$ cat config.mk
export PLATFORM = sky130hd
export DESIGN_NAME = sd_cmd_seq
export DESIGN_NICKNAME = d
export VERILOG_FILES = /design/src/rtl/sd_cmd_seq.sv
export SDC_FILE = /design/constraint.sdc
export NUM_CORES = 1
export LEC_CHECK = 0
export BUFFER_PORTS_ARGS = -buffer_cell sky130_fd_sc_hd__buf_2
export CORE_MARGIN = 4
export CORE_UTILIZATION = 45
export DETAILED_ROUTE_END_ITERATION = 16
export GPL_ROUTABILITY_DRIVEN = 1
export MAX_ROUTING_LAYER = met4
export PLACE_DENSITY = 0.72
export SYNTH_ARGS = -nofsm -noshare
export SYNTH_HDL_FRONTEND = slang
export SYNTH_SLANG_ARGS = --single-unit
$ cat constraint.sdc
create_clock -name clk -period 3 [get_ports clk]
set_input_delay 0.3 -clock clk [delete_from_list [all_inputs] [get_ports clk]]
set_output_delay 0.3 -clock clk [all_outputs]
set_load 0.01 [all_outputs]
$ cat src/rtl/sd_cmd_seq.sv
// SD-card command sequencer: drives the byte-wide SPI engine through lead-in, 6-byte frame,
// R1 polling and an optional trailer byte, with chip-select control.
module sd_cmd_seq #(
  parameter int unsigned POLL_MAX = 8
) (
  input  logic        clk,
  input  logic        reset,
  input  logic        start,
  input  logic [5:0]  cmd,
  input  logic [31:0] arg,
  input  logic [6:0]  crc,
  input  logic        keep_cs,
  output logic        busy,
  output logic        done,
  output logic [7:0]  r1,
  output logic        timeout,
  output logic        cs_n,
  output logic        spi_wr,
  output logic [7:0]  spi_tx,
  input  logic [7:0]  spi_rx,
  input  logic        spi_busy
);

  localparam logic [7:0] POLL_LAST = 8'(POLL_MAX - 1);
  localparam logic [2:0] LAST_IDX  = 3'd5;

  typedef enum logic [2:0] {
    PH_IDLE,
    PH_PRE,
    PH_SEND,
    PH_POLL,
    PH_POST
  } phase_t;

  typedef enum logic [1:0] {
    SUB_ISSUE,
    SUB_ARM,
    SUB_WAIT
  } sub_t;

  phase_t      phase;
  sub_t        sub;
  logic [2:0]  idx;
  logic [7:0]  poll_cnt;
  logic [5:0]  cmd_q;
  logic [31:0] arg_q;
  logic [6:0]  crc_q;
  logic        keep_q;

  logic [7:0]  tx_byte_c;
  logic        byte_done_c;
  logic        poll_exit_c;

  // Byte to send for the current phase; only SEND carries frame data.
  always_comb begin
    tx_byte_c = 8'hFF;
    if (phase == PH_SEND) begin
      case (idx)
        3'd0:    tx_byte_c = {2'b01, cmd_q};
        3'd1:    tx_byte_c = arg_q[31:24];
        3'd2:    tx_byte_c = arg_q[23:16];
        3'd3:    tx_byte_c = arg_q[15:8];
        3'd4:    tx_byte_c = arg_q[7:0];
        3'd5:    tx_byte_c = {crc_q, 1'b1};
        default: tx_byte_c = 8'hFF;
      endcase
    end
  end

  // A byte completes when the engine drops busy while we wait on it.
  always_comb begin
    byte_done_c = (phase != PH_IDLE) && (sub == SUB_WAIT) && !spi_busy;
    poll_exit_c = byte_done_c && (phase == PH_POLL) &&
                  (!spi_rx[7] || (poll_cnt == POLL_LAST));
  end

  always_ff @(posedge clk) begin
    if (reset) begin
      phase    <= PH_IDLE;
      sub      <= SUB_ISSUE;
      idx      <= 3'd0;
      poll_cnt <= 8'd0;
      cmd_q    <= 6'd0;
      arg_q    <= 32'd0;
      crc_q    <= 7'd0;
      keep_q   <= 1'b0;
      busy     <= 1'b0;
      done     <= 1'b0;
      r1       <= 8'hFF;
      timeout  <= 1'b0;
      cs_n     <= 1'b1;
      spi_wr   <= 1'b0;
      spi_tx   <= 8'hFF;
    end else begin
      done   <= 1'b0;
      spi_wr <= 1'b0;
      if (phase == PH_IDLE) begin
        if (start) begin
          cmd_q    <= cmd;
          arg_q    <= arg;
          crc_q    <= crc;
          keep_q   <= keep_cs;
          timeout  <= 1'b0;
          busy     <= 1'b1;
          cs_n     <= 1'b0;
          idx      <= 3'd0;
          poll_cnt <= 8'd0;
          sub      <= SUB_ISSUE;
          phase    <= PH_PRE;
        end
      end else begin
        case (sub)
          SUB_ISSUE: begin
            // The engine may still be finishing a byte from before a reset.
            if (!spi_busy) begin
              spi_wr <= 1'b1;
              spi_tx <= tx_byte_c;
              sub    <= SUB_ARM;
            end
          end
          SUB_ARM:  sub <= SUB_WAIT;
          SUB_WAIT: if (byte_done_c) sub <= SUB_ISSUE;
          default:  sub <= SUB_ISSUE;
        endcase

        if (byte_done_c) begin
          case (phase)
            PH_PRE:  phase <= PH_SEND;
            PH_SEND: begin
              if (idx == LAST_IDX) phase <= PH_POLL;
              else                 idx   <= idx + 3'd1;
            end
            PH_POLL: begin
              if (poll_exit_c) begin
                if (!spi_rx[7]) begin
                  r1 <= spi_rx;
                end else begin
                  r1      <= 8'hFF;
                  timeout <= 1'b1;
                end
                if (keep_q) begin
                  phase <= PH_IDLE;
                  done  <= 1'b1;
                  busy  <= 1'b0;
                end else begin
                  phase <= PH_POST;
                  cs_n  <= 1'b1;
                end
              end else begin
                poll_cnt <= poll_cnt + 8'd1;
              end
            end
            PH_POST: begin
              phase <= PH_IDLE;
              done  <= 1'b1;
              busy  <= 1'b0;
            end
            default: phase <= PH_IDLE;
          endcase
        end
      end
    end
  end

endmodule

==> reports/qor.tcl, run 1 <==
set qor(library_cell_occupying_the_most_area_in_the_post_synthesis_netlist) {sky130_fd_sc_hd__dfxtp_1}
set qor(critical_path.startpoint_type) {flip-flop}
set qor(worstSetupEndpoint) {spi_tx[6]}
set qor(maxSlewHeadroom_pct) 58.3
set qor(cp_num_cells) 4
set qor(yosys_register_bits) 83
set qor(worst_path_largest_cell_delay_ns) 0.68
set qor(setup_repair_after_global_routing_missed_its_margin) {false}
set qor(power_per_cell_area_nw_per_um2) 606
set qor(cts-htree-levels) 3
set qor(reg2reg_slack_ns) 0.61
set qor(cp-startpoint) {phase[1]}
set qor(firstDrtPassIters) 4
set qor(grt_antenna_before_repair) 0
set qor(route.final.wire_length_um) 9130
set qor(tritoncts) {yes}
set qor(syn_area_per_cell_um2) 8.20
set qor(number_of_buffers_inserted_by_post_cts_setup_repair) 0
set qor(drive_above_1_share_pct) 22.3
set qor(globalRouteTotalUtil_pct) 20.8
set qor(period_share_pct) 79.6
set qor(routabilityCongestion) 0.865
set qor(worst_path_top_cell_family_by_delay) {simple AND/OR/NAND/NOR gates}
set qor(fmax_mhz) 419
set qor(antenna_cells_inserted) 0
set qor(main_synth_ff_type) {sky130_fd_sc_hd__dfxtp_1}
set qor(cts_bufs_inserted) 9
set qor(setup.worst_path.end_class) {flip-flop}
set qor(num_io_pins) 79
set qor(worst_slack_ns) 0.613
set qor(num_rows) 31
set qor(synthTopCellsByArea) {sky130_fd_sc_hd__dfxtp_1 (47%), sky130_fd_sc_hd__nand2_1 (12%), sky130_fd_sc_hd__a21oi_1 (9.9%), sky130_fd_sc_hd__clkbuf_1 (2.9%), sky130_fd_sc_hd__mux2_2 (2.3%)}
set qor(ctsHoldBuffers) 0
set qor(tightestPinTransition_ns) 0.626
set qor(total_power_mw) 2.52
set qor(first_pass_grt_wire_length_um) 14600
set qor(synth.lib_cells_used.distinct) 46
set qor(fin_util_pct) 56.2
set qor(cts_root_buffer) {sky130_fd_sc_hd__clkbuf_8}
set qor(effective_utilization_at_floorplan_pct) 47.3
set qor(remaining_overflow_grt) 0
set qor(synth-edff-count) 0
set qor(drt-initial-drc-count) 293
set qor(post_synth_inst_count) 427
set qor(num-fill-cells) 710
set qor(total_leakage_power_nw) 1.62
set qor(max-cap-violations) 0
set qor(cts_num_sinks) 83
set qor(cp_data_required_time_ns) 3.24
set qor(vias_in_the_first_global_route) 2984
set qor(hold_path.class) {in -> reg}
set qor(worst_path_max_delay_cell) {sky130_fd_sc_hd__or4_1}
set qor(yosysSeqAreaShare_pct) 47.4
set qor(die_height_um) 96.2
set qor(fp.dieArea_um2) 9260
set qor(drt-wirelength-per-cell_um) 15.3
set qor(r2r-end) {spi_tx[6]}
set qor(crit_chain) {nor3_1 > or4_4 > or4_1 > o32a_1}
set qor(hold_viol_final) 0
set qor(crit_buf_inv) 0
set qor(clock_tree.buffer_depth) 2
set qor(reg2reg_depth) 4
set qor(synth_largest_type_area_fraction_pct) 47.4
set qor(remaining_drc_errors) 0
set qor(timing.clock.skew_ns) 0.00822
set qor(synthArstFlopShare_pct) 0
set qor(port_buffers) 78
set qor(synth.net_count) 491
set qor(layout_min_cycle_time_ns) 2.39
set qor(arrival_ns) 2.63
set qor(detailedPlace.worstSlack_ns) 0.626
set qor(cts_resizes) 0
set qor(seqCellArea_um2) 1660
set qor(critPathMaxFanout) 13
set qor(total_area_of_multi_input_combinational_cells_um2) 1730
set qor(timing.final.setup_violations) 0
set qor(final_nets) 557
set qor(detailed_placement_hpwl_um) 6560
set qor(fin_tns_setup_ns) 0
set qor(via_count) 3304
set qor(flow.area_growth_from_synthesis_pct) 18.9
set qor(criticalPathCategory) {reg -> reg}
set qor(antenna_violation_net_count_after_detailed_routing) 0
set qor(worst_setup_hold_path_clk_slew_ns) 0.09
set qor(commonest_non_fill_non_tap_cell_in_the_layout) {sky130_fd_sc_hd__nand2_1}
set qor(synthesis.area_um2) 3500
set qor(worstSkewPairLatency_ns) 0.36
set qor(synth_warnings) 0
set qor(number_of_slew_limit_violations_in_the_final_report) 0
set qor(core_um2) 7410
set qor(grt_max_degree) 63
set qor(die_width_um) 96.2
set qor(worst_r2r_startpoint) {phase[1]}
set qor(status) {finished, final reports clean}
set qor(routed_via_density) 5.54
set qor(peakVddDrop_uv) 291
set qor(most_frequent_cells_in_the_layout) {sky130_fd_sc_hd__nand2_1 (111), sky130_fd_sc_hd__dfxtp_1 (83), sky130_fd_sc_hd__buf_2 (78)}
[layout make-up]
class	instances	share of cell area (%)
flip-flops and latches	83	39.9
clock buffers	11	3.63
multi-input cells	311	41.4
well taps	99	2.97
repair buffers	85	10.6
clock inverters	4	1.20
inverters	3	0.270
[metal layers]
metal  vias up  global-route usage (%)  wire (µm)
met3        14                    3.75        571
met4         0                    7.35        140
met2        99                    30.0       4040
met5         -                       -          0
li1       1640                       -          -
met1      1551                    29.0       4380
[power breakdown]
group	switching (mW)	leakage (nW)	total [mW]	internal, mW
clock	0.401	0.0974	0.825	0.424
combinational	0.256	0.842	0.429	0.172
sequential	0.0776	0.678	1.27	1.19
[cell usage after synthesis (all sizes together) (2+ instances only)]
cell type    n
and2         3
a222oi       6
clkbuf      27
nor3         5
xnor2        2
o31ai        2
nor4        11
a221oi       6
nor2        17
a21oi       69
mux2i        3
nor3b        3
nand3        9
nand2      111
dfxtp       83
buf          3
o22a         4
o32a         3
o211ai       3
ha           6
or4          5
nand2b       3
or3          5
inv          2
mux2         7
a21boi       2
nand3b       3
nor2b        2
o21ai        5
nand4        2
a32oi        2
[how the worst min path moves through the flow]
| stage | startpoint | slack [ns] | to | depth (start not counted) |
|---|---|---|---|---|
| 6_report | arg[3] | 0.17 | arg_q[3] | 3 |
| 3_5_place_dp | arg_q[10] | 0.45 | arg_q[10] | 2 |
| 2_1_floorplan | arg_q[10] | 0.43 | arg_q[10] | 2 |
| 3_3_place_gp | r1[7] | 0.44 | r1[7] | 2 |
| 5_1_grt | arg[3] | 0.16 | arg_q[3] | 3 |
| 4_1_cts | arg[3] | 0.16 | arg_q[3] | 3 |
[flip-flops by register name (all words and copies together), names as in the netlist]
| register | flops |
|---|---|
| arg_q | 32 |
| busy | 1 |
| cmd_q | 6 |
| crc_q | 7 |
| cs_n | 1 |
| done | 1 |
| idx | 3 |
| keep_q | 1 |
| phase | 3 |
| poll_cnt | 8 |
| r1 | 8 |
| spi_tx | 8 |
| spi_wr | 1 |
| sub | 2 |
| timeout | 1 |
[worst register-to-register path, delay by kind of cell (launching register included)]
family             cells  cell delay, ns
and+or+nand+nor        3            1.30
AOI/OAI and AO/OA      1            0.40
DFF                    1            0.58
[cells by family (layout without fill, tap and decap cells)]
logic type                 count (synthesis)  count (layout)  share of synthesized area (%)
muxes                                     10              10                           3.11
AOI/OAI and AO/OA                        109             109                           19.1
buffers and inverters                     33             103                           3.57
and+or+nand+nor                          184             184                           24.1
DFF                                       83              83                           47.4
adders and majority gates                  6               6                           2.14
xor gates and xnor gates                   2               2                          0.500
[metrics by stage]
| stage | cell area, µm² | hold slack, ns | cells |
|---|---|---|---|
| final | 4170 | 0.167 | 596 |
| after detailed placement | 3970 | 0.447 | 581 |
| after global placement | 3970 | 0.445 | 581 |
| after floorplan | 3500 | 0.432 | 427 |
| after global routing | 4170 | 0.163 | 596 |
| after CTS | 4170 | 0.163 | 596 |
(Power assumes the default switching activity.)
==> inputs of run 2 (changes only) <==
--- a/config.mk
+++ b/config.mk
@@ -5,6 +5,7 @@
 export SDC_FILE = /design/constraint.sdc
 export NUM_CORES = 1
 export LEC_CHECK = 0
+export ABC_AREA = 1
 export BUFFER_PORTS_ARGS = -buffer_cell sky130_fd_sc_hd__buf_2
 export CORE_MARGIN = 4
 export CORE_UTILIZATION = 45
==> constraint.sdc (replaced) <==
create_clock -name clk -period 2.38 [get_ports clk]
set_input_delay 0.238 -clock clk [delete_from_list [all_inputs] [get_ports clk]]
set_output_delay 0.238 -clock clk [all_outputs]
set_load 0.01 [all_outputs]
==> reports/qor.tcl, run 2 <==
set qor(status) {finished, final reports clean} ;# unchanged
set qor(synthTopCellsByArea) {sky130_fd_sc_hd__dfxtp_1 (45%), sky130_fd_sc_hd__nand2_1 (14%), sky130_fd_sc_hd__a21oi_1 (9.6%), sky130_fd_sc_hd__o21ai_0 (4.9%), sky130_fd_sc_hd__inv_1 (4.8%)} ;# was sky130_fd_sc_hd__dfxtp_1 (47%), sky130_fd_sc_hd__nand2_1 (12%), sky130_fd_sc_hd__a21oi_1 (9.9%), sky130_fd_sc_hd__clkbuf_1 (2.9%), sky130_fd_sc_hd__mux2_2 (2.3%)
set qor(power_per_cell_area_nw_per_um2) 800 ;# was 606 nW/µm²
set qor(main_synth_ff_type) {sky130_fd_sc_hd__dfxtp_1} ;# unchanged
set qor(yosys.cell_count.top_type) {sky130_fd_sc_hd__nand2_1} ;# unchanged
set qor(fin_tns_setup_ns) 0 ;# unchanged
set qor(reg2reg_slack_ns) 0.56 ;# was 0.61 ns
set qor(via_count) 3399 ;# was 3304
set qor(yosysSeqAreaShare_pct) 45.1 ;# was 47.4%
set qor(critical_path.most_common_cell) {sky130_fd_sc_hd__nand2_4}
set qor(layout_min_cycle_time_ns) 1.82 ;# was 2.39 ns
set qor(period_share_pct) 76.3 ;# was 79.6%
set qor(synth.net_count) 567 ;# was 491
set qor(synthesis.area_um2) 3690 ;# was 3500 µm²
set qor(antenna_violation_net_count_after_detailed_routing) 0 ;# unchanged
set qor(antenna_cells_inserted) 0 ;# unchanged
set qor(placed_area_um2) 4090 ;# was 3970 µm²
set qor(globalRouteTotalUtil_pct) 18.8 ;# was 20.8%
set qor(setup.worst_path.end_class) {flip-flop} ;# unchanged
set qor(worstSkewPairLatency_ns) 0.35 ;# was 0.36 ns
set qor(most_frequent_cells_in_the_layout) {sky130_fd_sc_hd__nand2_1 (139), sky130_fd_sc_hd__dfxtp_1 (83), sky130_fd_sc_hd__buf_2 (78)} ;# was sky130_fd_sc_hd__nand2_1 (111), sky130_fd_sc_hd__dfxtp_1 (83), sky130_fd_sc_hd__buf_2 (78)
set qor(yosys_register_bits) 83 ;# unchanged
set qor(max-cap-violations) 0 ;# unchanged
set qor(yosys-top-cells-count) {sky130_fd_sc_hd__nand2_1 (139), sky130_fd_sc_hd__dfxtp_1 (83), sky130_fd_sc_hd__a21oi_1 (71)} ;# was sky130_fd_sc_hd__nand2_1 (111), sky130_fd_sc_hd__dfxtp_1 (83), sky130_fd_sc_hd__a21oi_1 (69)
set qor(worst_path_max_delay_cell) {sky130_fd_sc_hd__dfxtp_1} ;# was sky130_fd_sc_hd__or4_1
set qor(routabilityCongestion) 0.911 ;# was 0.865
set qor(peakVddDrop_uv) 559 ;# was 291 µV
set qor(hold_viol_final) 0 ;# unchanged
set qor(fmax_mhz) 551 ;# was 419 MHz
set qor(crit_chain) {nor2_2 > nand2_4 > inv_4 > nand2_8 > buf_4 > nand2_4 > nand2_1 > a21oi_1} ;# was nor3_1 > or4_4 > or4_1 > o32a_1
set qor(num_rows) 32 ;# was 31
set qor(port_buffers) 78 ;# unchanged
set qor(critPathMaxFanout) 55 ;# was 13
set qor(synth-edff-count) 0 ;# unchanged
set qor(post_synth_inst_count) 503 ;# was 427
set qor(place_inst) 664 ;# was 581
set qor(worst_slack_ns) 0.564 ;# was 0.613 ns
set qor(cts_root_buffer) {sky130_fd_sc_hd__clkbuf_8} ;# unchanged
set qor(effective_utilization_at_floorplan_pct) 47.0 ;# was 47.3%
set qor(maxSlewHeadroom_pct) 45.3 ;# was 58.3%
set qor(cts_resizes) 0 ;# unchanged
set qor(largest_reg_flops) 32 ;# unchanged
set qor(num_io_pins) 79 ;# unchanged
set qor(criticalPathCategory) {reg -> reg} ;# unchanged
set qor(finish.cell_count_without_fillers) 678 ;# was 596
set qor(core_um2) 7850 ;# was 7410 µm²
set qor(synth.lib_cells_used.distinct) 34 ;# was 46
set qor(tritoncts) {yes} ;# unchanged
set qor(detailedPlace.worstSlack_ns) 0.602 ;# was 0.626 ns
set qor(route.final.wire_length_um) 8800 ;# was 9130 µm
set qor(syn_area_per_cell_um2) 7.33 ;# was 8.20 µm²
set qor(grt_max_degree) 56 ;# was 63
set qor(vias_in_the_first_global_route) 3169 ;# was 2984
set qor(grt_antenna_before_repair) 0 ;# unchanged
set qor(firstDrtPassIters) 4 ;# unchanged
set qor(clock_tree.buffer_depth) 2 ;# unchanged
set qor(worst_path_top_cell_family_by_delay) {simple AND/OR/NAND/NOR gates} ;# unchanged
set qor(arrival_ns) 2.03 ;# was 2.63 ns
set qor(setup_repair_after_global_routing_missed_its_margin) {false} ;# unchanged
set qor(total_leakage_power_nw) 1.83 ;# was 1.62 nW
set qor(final_nets) 637 ;# was 557
set qor(first_pass_grt_wire_length_um) 14600 ;# about the same
set qor(die_width_um) 98.5 ;# was 96.2 µm
set qor(library_cell_occupying_the_most_area_in_the_post_synthesis_netlist) {sky130_fd_sc_hd__dfxtp_1} ;# unchanged
set qor(worst_path_largest_cell_delay_ns) 0.48 ;# was 0.68 ns
set qor(crit_buf_inv) 2 ;# was 0
set qor(hold_path.class) {in -> reg} ;# unchanged
set qor(drt-wirelength-per-cell_um) 13.0 ;# was 15.3 µm
set qor(detailed_placement_hpwl_um) 6450 ;# was 6560 µm
set qor(die_height_um) 98.5 ;# was 96.2 µm
set qor(synth_warnings) 0 ;# unchanged
set qor(fin_worst_hold_slack_ns) 0.0990 ;# was 0.167 ns
set qor(synth_largest_type_area_fraction_pct) 45.1 ;# was 47.4%
set qor(fp.dieArea_um2) 9710 ;# was 9260 µm²
set qor(critical_path.startpoint_type) {flip-flop} ;# unchanged
set qor(synthArstFlopShare_pct) 0 ;# unchanged
set qor(cts_num_sinks) 83 ;# unchanged
set qor(tightestPinTransition_ns) 0.819 ;# was 0.626 ns
set qor(routed_via_density) 5.01 ;# was 5.54
set qor(remaining_overflow_grt) 0 ;# unchanged
set qor(cp_data_required_time_ns) 2.59 ;# was 3.24 ns
set qor(timing.final.setup_violations) 0 ;# unchanged
set qor(drive_above_1_share_pct) 19.4 ;# was 22.3%
set qor(number_of_buffers_inserted_by_post_cts_setup_repair) 0 ;# unchanged
set qor(timing.clock.skew_ns) 0.00840 ;# was 0.00822 ns
set qor(worst_setup_hold_path_clk_slew_ns) 0.08 ;# was 0.09 ns
set qor(flow.area_growth_from_synthesis_pct) 14.9 ;# was 18.9%
set qor(remaining_drc_errors) 0 ;# unchanged
set qor(cts_bufs_inserted) 9 ;# unchanged
set qor(drt-initial-drc-count) 160 ;# was 293
set qor(commonest_non_fill_non_tap_cell_in_the_layout) {sky130_fd_sc_hd__nand2_1} ;# unchanged
set qor(top_register) {arg_q} ;# unchanged
set qor(cts-htree-levels) 3 ;# unchanged
set qor(final_design_area_no_fill_um2) 4240 ;# was 4170 µm²
set qor(ctsHoldBuffers) 0 ;# unchanged
set qor(number_of_slew_limit_violations_in_the_final_report) 0 ;# unchanged
## run 2: final timing paths
path,startpoint,cells past startpoint,end
worst max-delay path,phase[2],8,poll_cnt[4]
worst min-delay path,spi_rx[1],3,r1[1]
worst max register to register,phase[2],8,poll_cnt[4]
worst min register to register,r1[7],2,r1[7]
## run 2: where the power goes
group	switching, mW	leakage (nW)	internal (mW)	total (mW)
logic	0.589	1.08	0.295	0.884
registers	0.103	0.681	1.57	1.67
clock network	0.470	0.0750	0.365	0.834
## run 2: routing by layer
layer	vias to the layer above	GRT usage, %	wire length (µm)
met5	-	-	0
met1	1522	23.5	3830
met3	14	5.02	584
met2	99	29.3	4270
li1	1764	-	-
met4	0	6.93	119
## run 2: cell families after synthesis
group / count (synthesis) / synth area share [%]
AND/OR/NAND/NOR: 217 / 25.8
AO/OA/AOI/OAI: 121 / 17.5
flip-flops: 83 / 45.1
buffers and inverters: 73 / 8.96
adder cells (fa/ha/maj): 6 / 2.04
XOR/XNOR: 3 / 0.713
## run 2: area by class of cell
type,instances,area [µm²]
well taps,102,128
flip-flops and latches,83,1660
repair buffers,80,405
inverters,52,198
fillers,802,3610
multi-input cells,347,1700
clock buffers,11,131
clock inverters,3,17.5
## run 2: tightest hold or removal path, stage by stage
cell and delay [ns]:
sky130_fd_sc_hd__buf_2 0.08, sky130_fd_sc_hd__nand2_1 0.04, sky130_fd_sc_hd__nand3_1 0.06
## run 2: stage by stage
stage               power, mW  utilization [%]
floorplan                2.36                -
global placement         2.56             52.1
detailed placement       2.59             52.1
CTS                      3.41             54.0
global route             3.62             54.0
finish                   3.39             54.0
